--- src/rtl/ms_rd_slave_if.sv ---
// Read/write link between a master and the read-side responder.
// Carries the bank write port, the read request, and the response handshake.
interface ms_rd_slave_if #(
  parameter int AW = 2,
  parameter int DW = 8
) ();

  logic          wr_en;
  logic [AW-1:0] wr_addr;
  logic [DW-1:0] wr_data;
  logic          rreq;
  logic [AW-1:0] raddr;
  logic          rack;
  logic          rvalid;
  logic [DW-1:0] rdata;
  logic          rready;
  logic          busy;

  modport master (
    output wr_en, wr_addr, wr_data, rreq, raddr, rready,
    input  rack, rvalid, rdata, busy
  );

  modport slave (
    input  wr_en, wr_addr, wr_data, rreq, raddr, rready,
    output rack, rvalid, rdata, busy
  );

endinterface

--- src/rtl/ms_rd_slave.sv ---
// Read-side responder: holds a small register bank loaded by the write side
// and answers single-beat read requests after RD_LAT cycles on a
// valid/ready response channel.
module ms_rd_slave #(
  parameter int AW     = 2,
  parameter int DW     = 8,
  parameter int RD_LAT = 1
) (
  input logic          clk,
  input logic          rst,
  ms_rd_slave_if.slave bus
);

  localparam int         DEPTH    = 2 ** AW;
  localparam logic [3:0] CNT_INIT = 4'(RD_LAT - 1);

  typedef enum logic [1:0] {
    S_IDLE,
    S_WAIT,
    S_RESP
  } state_t;

  state_t        state_q;
  logic [3:0]    cnt_q;
  logic [AW-1:0] addr_q;
  logic [DW-1:0] rdata_q;
  logic          rvalid_q;
  logic          busy_q;
  logic [DW-1:0] bank_q [DEPTH];

  logic          rack;
  logic          accept;
  logic [DW-1:0] rdata_d;

  // The link is ready for a new request when idle, or when the current
  // response is being taken on this same edge (back-to-back case).
  assign rack   = !rst && ((state_q == S_IDLE) || ((state_q == S_RESP) && bus.rready));
  assign accept = bus.rreq && rack;

  // A write landing on the load edge to the pending address wins over the
  // stored value, so the master always sees the freshest data.
  assign rdata_d = (bus.wr_en && (bus.wr_addr == addr_q)) ? bus.wr_data : bank_q[addr_q];

  assign bus.rack   = rack;
  assign bus.rvalid = rvalid_q;
  assign bus.rdata  = rdata_q;
  assign bus.busy   = busy_q;

  // Register bank: written whenever the write strobe is high, regardless of
  // what the read side is doing.
  always_ff @(posedge clk or posedge rst) begin
    if (rst) begin
      for (int i = 0; i < DEPTH; i++) begin
        bank_q[i] <= '0;
      end
    end else if (bus.wr_en) begin
      bank_q[bus.wr_addr] <= bus.wr_data;
    end
  end

  // Read FSM: capture address on accept, count down the latency, load the
  // response at the end of the wait, then hold it until the master takes it.
  always_ff @(posedge clk or posedge rst) begin
    if (rst) begin
      state_q  <= S_IDLE;
      cnt_q    <= '0;
      addr_q   <= '0;
      rdata_q  <= '0;
      rvalid_q <= 1'b0;
      busy_q   <= 1'b0;
    end else begin
      case (state_q)
        S_IDLE: begin
          if (accept) begin
            addr_q  <= bus.raddr;
            cnt_q   <= CNT_INIT;
            state_q <= S_WAIT;
            busy_q  <= 1'b1;
          end
        end
        S_WAIT: begin
          if (cnt_q != 4'd0) begin
            cnt_q <= cnt_q - 4'd1;
          end else begin
            rdata_q  <= rdata_d;
            rvalid_q <= 1'b1;
            state_q  <= S_RESP;
          end
        end
        S_RESP: begin
          if (bus.rready) begin
            rvalid_q <= 1'b0;
            if (accept) begin
              addr_q  <= bus.raddr;
              cnt_q   <= CNT_INIT;
              state_q <= S_WAIT;
            end else begin
              state_q <= S_IDLE;
              busy_q  <= 1'b0;
            end
          end
        end
        default: begin
          state_q  <= S_IDLE;
          rvalid_q <= 1'b0;
          busy_q   <= 1'b0;
        end
      endcase
    end
  end

endmodule

--- src/flat_wrapper.sv ---
// flat-port wrapper written by rule: the top's interface ports become plain ports
module ms_rd_slave_flat 
#(
  parameter int AW     = 2,
  parameter int DW     = 8,
  parameter int RD_LAT = 1
)
  (clk, rst, bus_wr_en, bus_wr_addr, bus_wr_data, bus_rreq, bus_raddr, bus_rready, bus_rack, bus_rvalid, bus_rdata, bus_busy);
  ms_rd_slave_if #(.AW(AW), .DW(DW)) bus_i ();
  input logic clk;
  input logic rst;
  input wire logic [$bits(bus_i.wr_en)-1:0] bus_wr_en;
  input wire logic [$bits(bus_i.wr_addr)-1:0] bus_wr_addr;
  input wire logic [$bits(bus_i.wr_data)-1:0] bus_wr_data;
  input wire logic [$bits(bus_i.rreq)-1:0] bus_rreq;
  input wire logic [$bits(bus_i.raddr)-1:0] bus_raddr;
  input wire logic [$bits(bus_i.rready)-1:0] bus_rready;
  output wire logic [$bits(bus_i.rack)-1:0] bus_rack;
  output wire logic [$bits(bus_i.rvalid)-1:0] bus_rvalid;
  output wire logic [$bits(bus_i.rdata)-1:0] bus_rdata;
  output wire logic [$bits(bus_i.busy)-1:0] bus_busy;
  assign bus_i.wr_en = bus_wr_en;
  assign bus_i.wr_addr = bus_wr_addr;
  assign bus_i.wr_data = bus_wr_data;
  assign bus_i.rreq = bus_rreq;
  assign bus_i.raddr = bus_raddr;
  assign bus_i.rready = bus_rready;
  assign bus_rack = bus_i.rack;
  assign bus_rvalid = bus_i.rvalid;
  assign bus_rdata = bus_i.rdata;
  assign bus_busy = bus_i.busy;
  ms_rd_slave #(.AW(AW), .DW(DW), .RD_LAT(RD_LAT)) u_core (.clk(clk), .rst(rst), .bus(bus_i));
endmodule
--- config.mk ---
export PLATFORM = sky130hd
export DESIGN_NAME = ms_rd_slave_flat
export DESIGN_NICKNAME = d
export VERILOG_FILES = /design/src/rtl/ms_rd_slave_if.sv /design/src/rtl/ms_rd_slave.sv /design/src/flat_wrapper.sv
export SDC_FILE = /design/constraint.sdc
export NUM_CORES = 1
export LEC_CHECK = 0
export ABC_AREA = 1
export BUFFER_PORTS_ARGS = -buffer_cell sky130_fd_sc_hd__clkbuf_2
export CAP_MARGIN = 5
export CORE_MARGIN = 2
export CORE_UTILIZATION = 50
export CTS_CLUSTER_SIZE = 8
export DETAILED_ROUTE_END_ITERATION = 16
export PLACE_DENSITY = 0.81
export SETUP_SLACK_MARGIN = 0.05
export SLEW_MARGIN = 25
export SYNTH_ARGS = -nofsm -noshare
export SYNTH_HDL_FRONTEND = slang
export SYNTH_SLANG_ARGS = --single-unit
export TNS_END_PERCENT = 5
--- constraint.sdc ---
create_clock -name clk -period 2.32 [get_ports clk]
set_clock_uncertainty 0.2 [all_clocks]
set_input_delay 0.464 -clock clk [delete_from_list [all_inputs] [get_ports clk]]
set_output_delay 0.464 -clock clk [all_outputs]
set_load 0.005 [all_outputs]
==> key figures <==
Detailed routing
  – WL/cell: 14.25 um
  – 1st-iter DRT viols: 185
  – Final wirelength: 5429 um
  – Via count: 2099
  – Detailed-route DRC error count: 0
  – Pre-antenna DRT Iters: 4
  – Antenna Violating Nets Remaining: 0
  – Via density: 5.509

Logic synthesis
  – Unique masters post-synth: 22
  – Commonest cells in the netlist: nand2_1 (113), dfrtp_1 (50), nand3_1 (36), o21ai_0 (36), inv_1 (21)
  – Most used DFF post-synth: dfrtp_1
  – Synth Instances: 298
  – Mapped cell area: 2384 sq um
  – Post-Synth Adder-Cell Area: 1.050%
  – Multiplexer area fraction after synthesis: 0%
  – Syn. warnings: 0
  – Seq cells post-synth: 50
  – Most frequent cell after synthesis: nand2_1
  – Largest family of logic cells by synthesized area: simple AND/OR/NAND/NOR gates
  – Syn Area/Cell: 7.998 sq um
  – Post-synth EDFFs: 0
  – Yosys top cell by area: dfrtp_1
  – Syn_nets: 317
  – Seq/Total Area, Yosys: 52.49%
  – Compound-Gate Fraction of Synth Area: 8.346%
  – Yosys top cell area share: 52.49%
  – Simple-gate share of the synthesized area: 31.81%
  – Top cells by area, synth: dfrtp_1 (52%), nand2_1 (18%), nand3_1 (7.6%)
  – FFs w/ async S/R, synth: 100.0%
  – Synth Area in XOR/XNOR: 0.3675%

Setup path
  – CP startpoint kind: register
  – Worst path max stage delay: 370 ps
  – Critical Path Fanout Max: 4
  – Worst Path Arrival: 1310 ps
  – Buffer and inverter count on the worst path: 3
  – Crit path kind: register to primary output
  – CP Data Required Time: 1660 ps
  – CP max stage cell: dfrtp_1
  – FF-to-FF Start: u_core.addr_q[1]$_DFFE_PP0P_
  – Worst-path cell chain: inv_1, nand3_1, inv_1, nor3_1, clkbuf_2
  – R2r worst-path depth: 7
  – FF-to-FF setup slack: 460 ps
  – End of the critical path: bus_rack
  – RR Endpoint: u_core.bus.rdata[0]$_DFFE_PP0P_
  – CP startpoint: u_core.state_q[0]$_DFFE_PP0P_
  – CP most frequent cell: inv_1
  – Crit path capture type: primary output
  – Worst path depth: 5
  – Crit path max-delay family: flip-flops

Timing
  – Final setup vio count: 0
  – Post-route clock period utilization: 85.22%
  – Crit path time final: 1977 ps
  – Hold violation count in the final report: 0
  – Unrepaired setup endpoints after global routing: no
  – Max Transition Viols Final: 0
  – F_max: 0.5058 GHz
  – Final TNS setup: 0 ps
  – Worst-margin pin slew: 631.8 ps
  – Setup WS post-layout: 342.8 ps
  – Relative slew slack: 57.88%

Clock network
  – Clk_lat worst skew: 310 ps
  – CTS tree: yes
  – CTS root buffer: clkbuf_8
  – Post_cts resized: 0
  – CTS buffer count: 5
  – Hold_buf cts: 0
  – H-tree lvl count: 2
  – Register clock-pin slew on the reported worst setup and hold paths: 80 ps
  – Max clock buf depth: 2
  – Clock Sinks: 50
  – Post-CTS Setup Repair Bufs: 0

Place
  – Post-Place Worst Slack: 525.2 ps
  – Post-DP HPWL: 3655 um
  – GPL Wtd Cong: 0.7815
  – IO buf count: 27

Run status
  – Run status: finished, final reports clean

Final layout
  – Layout cell share with drive strength beyond 1: 15.29%
  – Area delta synth->final: 12.07%
  – # diodes: 0
  – Fillers: 428
  – Final Net Count: 345

Global routing
  – Initial antenna violation count: 0
  – First-pass GRT wire length: 9342 um
  – Vias in the first global route: 2099
  – Tot GR Track Use: 22.65%
  – Largest net degree at the start of global routing: 51
  – Grt ovf: 0

Run
  – Max-cap viol count: 0

Worst hold path
  – Worst min path class: input pin to async pin

Die
  – Die H: 73.05 um
  – Initial core utilization: 51.14%
  – Placeable Area: 4661 sq um
  – Row cnt: 25
  – Chip width: 73.05 um
  – DIE AREA: 5336 sq um
  – IO Pins: 28

Power
  – Worst VDD drop: 0.5027 mV
  – PwrDens: 1114 nW/um^2
  – Leakage: 1.407 nW
==> worst reg2reg max path, stage by stage, from the launching register on <==
cell and delay (ps):
dfrtp_1 600, inv_1 250, nand2_1 130, nand2_2 170, nand3_4 190, nand2_1 70
nand3_1 90, nand2_1 60
==> placed cells by master (no fill, tap or decap) <==
master / count
or2_2: 1
dfrtp_1: 50
nand4_1: 9
nor2_4: 1
o21ai_2: 1
nand2_1: 113
inv_1: 20
nor3_1: 1
inv_2: 3
nor2_1: 7
clkinvlp_4: 1
clkbuf_8: 8
nand3_1: 36
ha_1: 2
xnor2_1: 1
o21ai_0: 36
a21oi_1: 2
clkbuf_2: 27
nand3_4: 1
nand4_2: 1
nand2_2: 3
buf_4: 3
==> worst min path at each step <==
stage / cells after the start / start / to / slack, ps
2_1_floorplan: 2 / u_core.bank_q[16]$_DFFE_PP0P_ / u_core.bank_q[16]$_DFFE_PP0P_ / 250
3_3_place_gp: 2 / u_core.bank_q[28]$_DFFE_PP0P_ / u_core.bank_q[28]$_DFFE_PP0P_ / 270
3_5_place_dp: 2 / u_core.bus.rvalid$_DFFE_PP0P_ / u_core.bus.rvalid$_DFFE_PP0P_ / 270
4_1_cts: 3 / rst / u_core.bank_q[2]$_DFFE_PP0P_ / 200
6_report: 3 / rst / u_core.cnt_q[3]$_DFFE_PP0P_ / 170
5_1_grt: 3 / bus_raddr[1] / u_core.addr_q[1]$_DFFE_PP0P_ / 220
==> logic make-up (layout without fill, tap and decap cells) <==
family / after synthesis / in the layout
flops: 50 / 50
compound gates: 39 / 39
simple gates: 173 / 173
fa+ha+maj: 2 / 2
xor+xnor: 1 / 1
buf+inv: 33 / 62
==> sequential cells by signal, summed over array words and instances, names as in the netlist <==
register           flops
u_core.bus.rvalid      1
u_core.cnt_q           4
u_core.state_q         2
u_core.bus.rdata       8
u_core.bus.busy        1
u_core.bank_q         32
u_core.addr_q          2
==> through the flow <==
step                hold WS [ps]  total power, mW  instance area [sq um]  std cells  utilization (%)
CTS                        197.7            2.989                   2671        381            57.32
global route               223.7            3.222                   2671        381            57.32
finish                     171.5            2.975                   2671        381            57.32
global placement           266.1            2.366                   2561        373            54.95
detailed placement         268.1            2.408                   2561        373            54.95
floorplan                  252.9            2.087                   2387        298                -
==> metal layers <==
| layer | vias to the layer above | part of all wire, % | GRT usage, % |
|---|---|---|---|
| li1 | 1030 | - | - |
| met1 | 981 | 43 | 28.78 |
| met2 | 77 | 49 | 37.94 |
| met3 | 11 | 6.4 | 4.144 |
| met4 | 0 | 1.8 | 9.465 |
| met5 | - | 0 | 0 |
==> where the power goes <==
group | switching [mW] | leakage (nW) | internal [mW]
logic | 0.729 | 0.724 | 0.416
clock network | 0.278 | 0.0575 | 0.301
registers | 0.156 | 0.625 | 1.09
==> area by class of cell <==
cell class	count	area [sq um]	share of cell area (%)
Clock buffer	8	110.1	4.122
Inverter	24	93.84	3.513
Multi-Input combinational cell	215	991.0	37.10
Sequential cell	50	1251	46.84
Tap cell	54	67.56	2.529
Timing Repair Buffer	30	157.7	5.902
(Power assumes the default switching activity.)
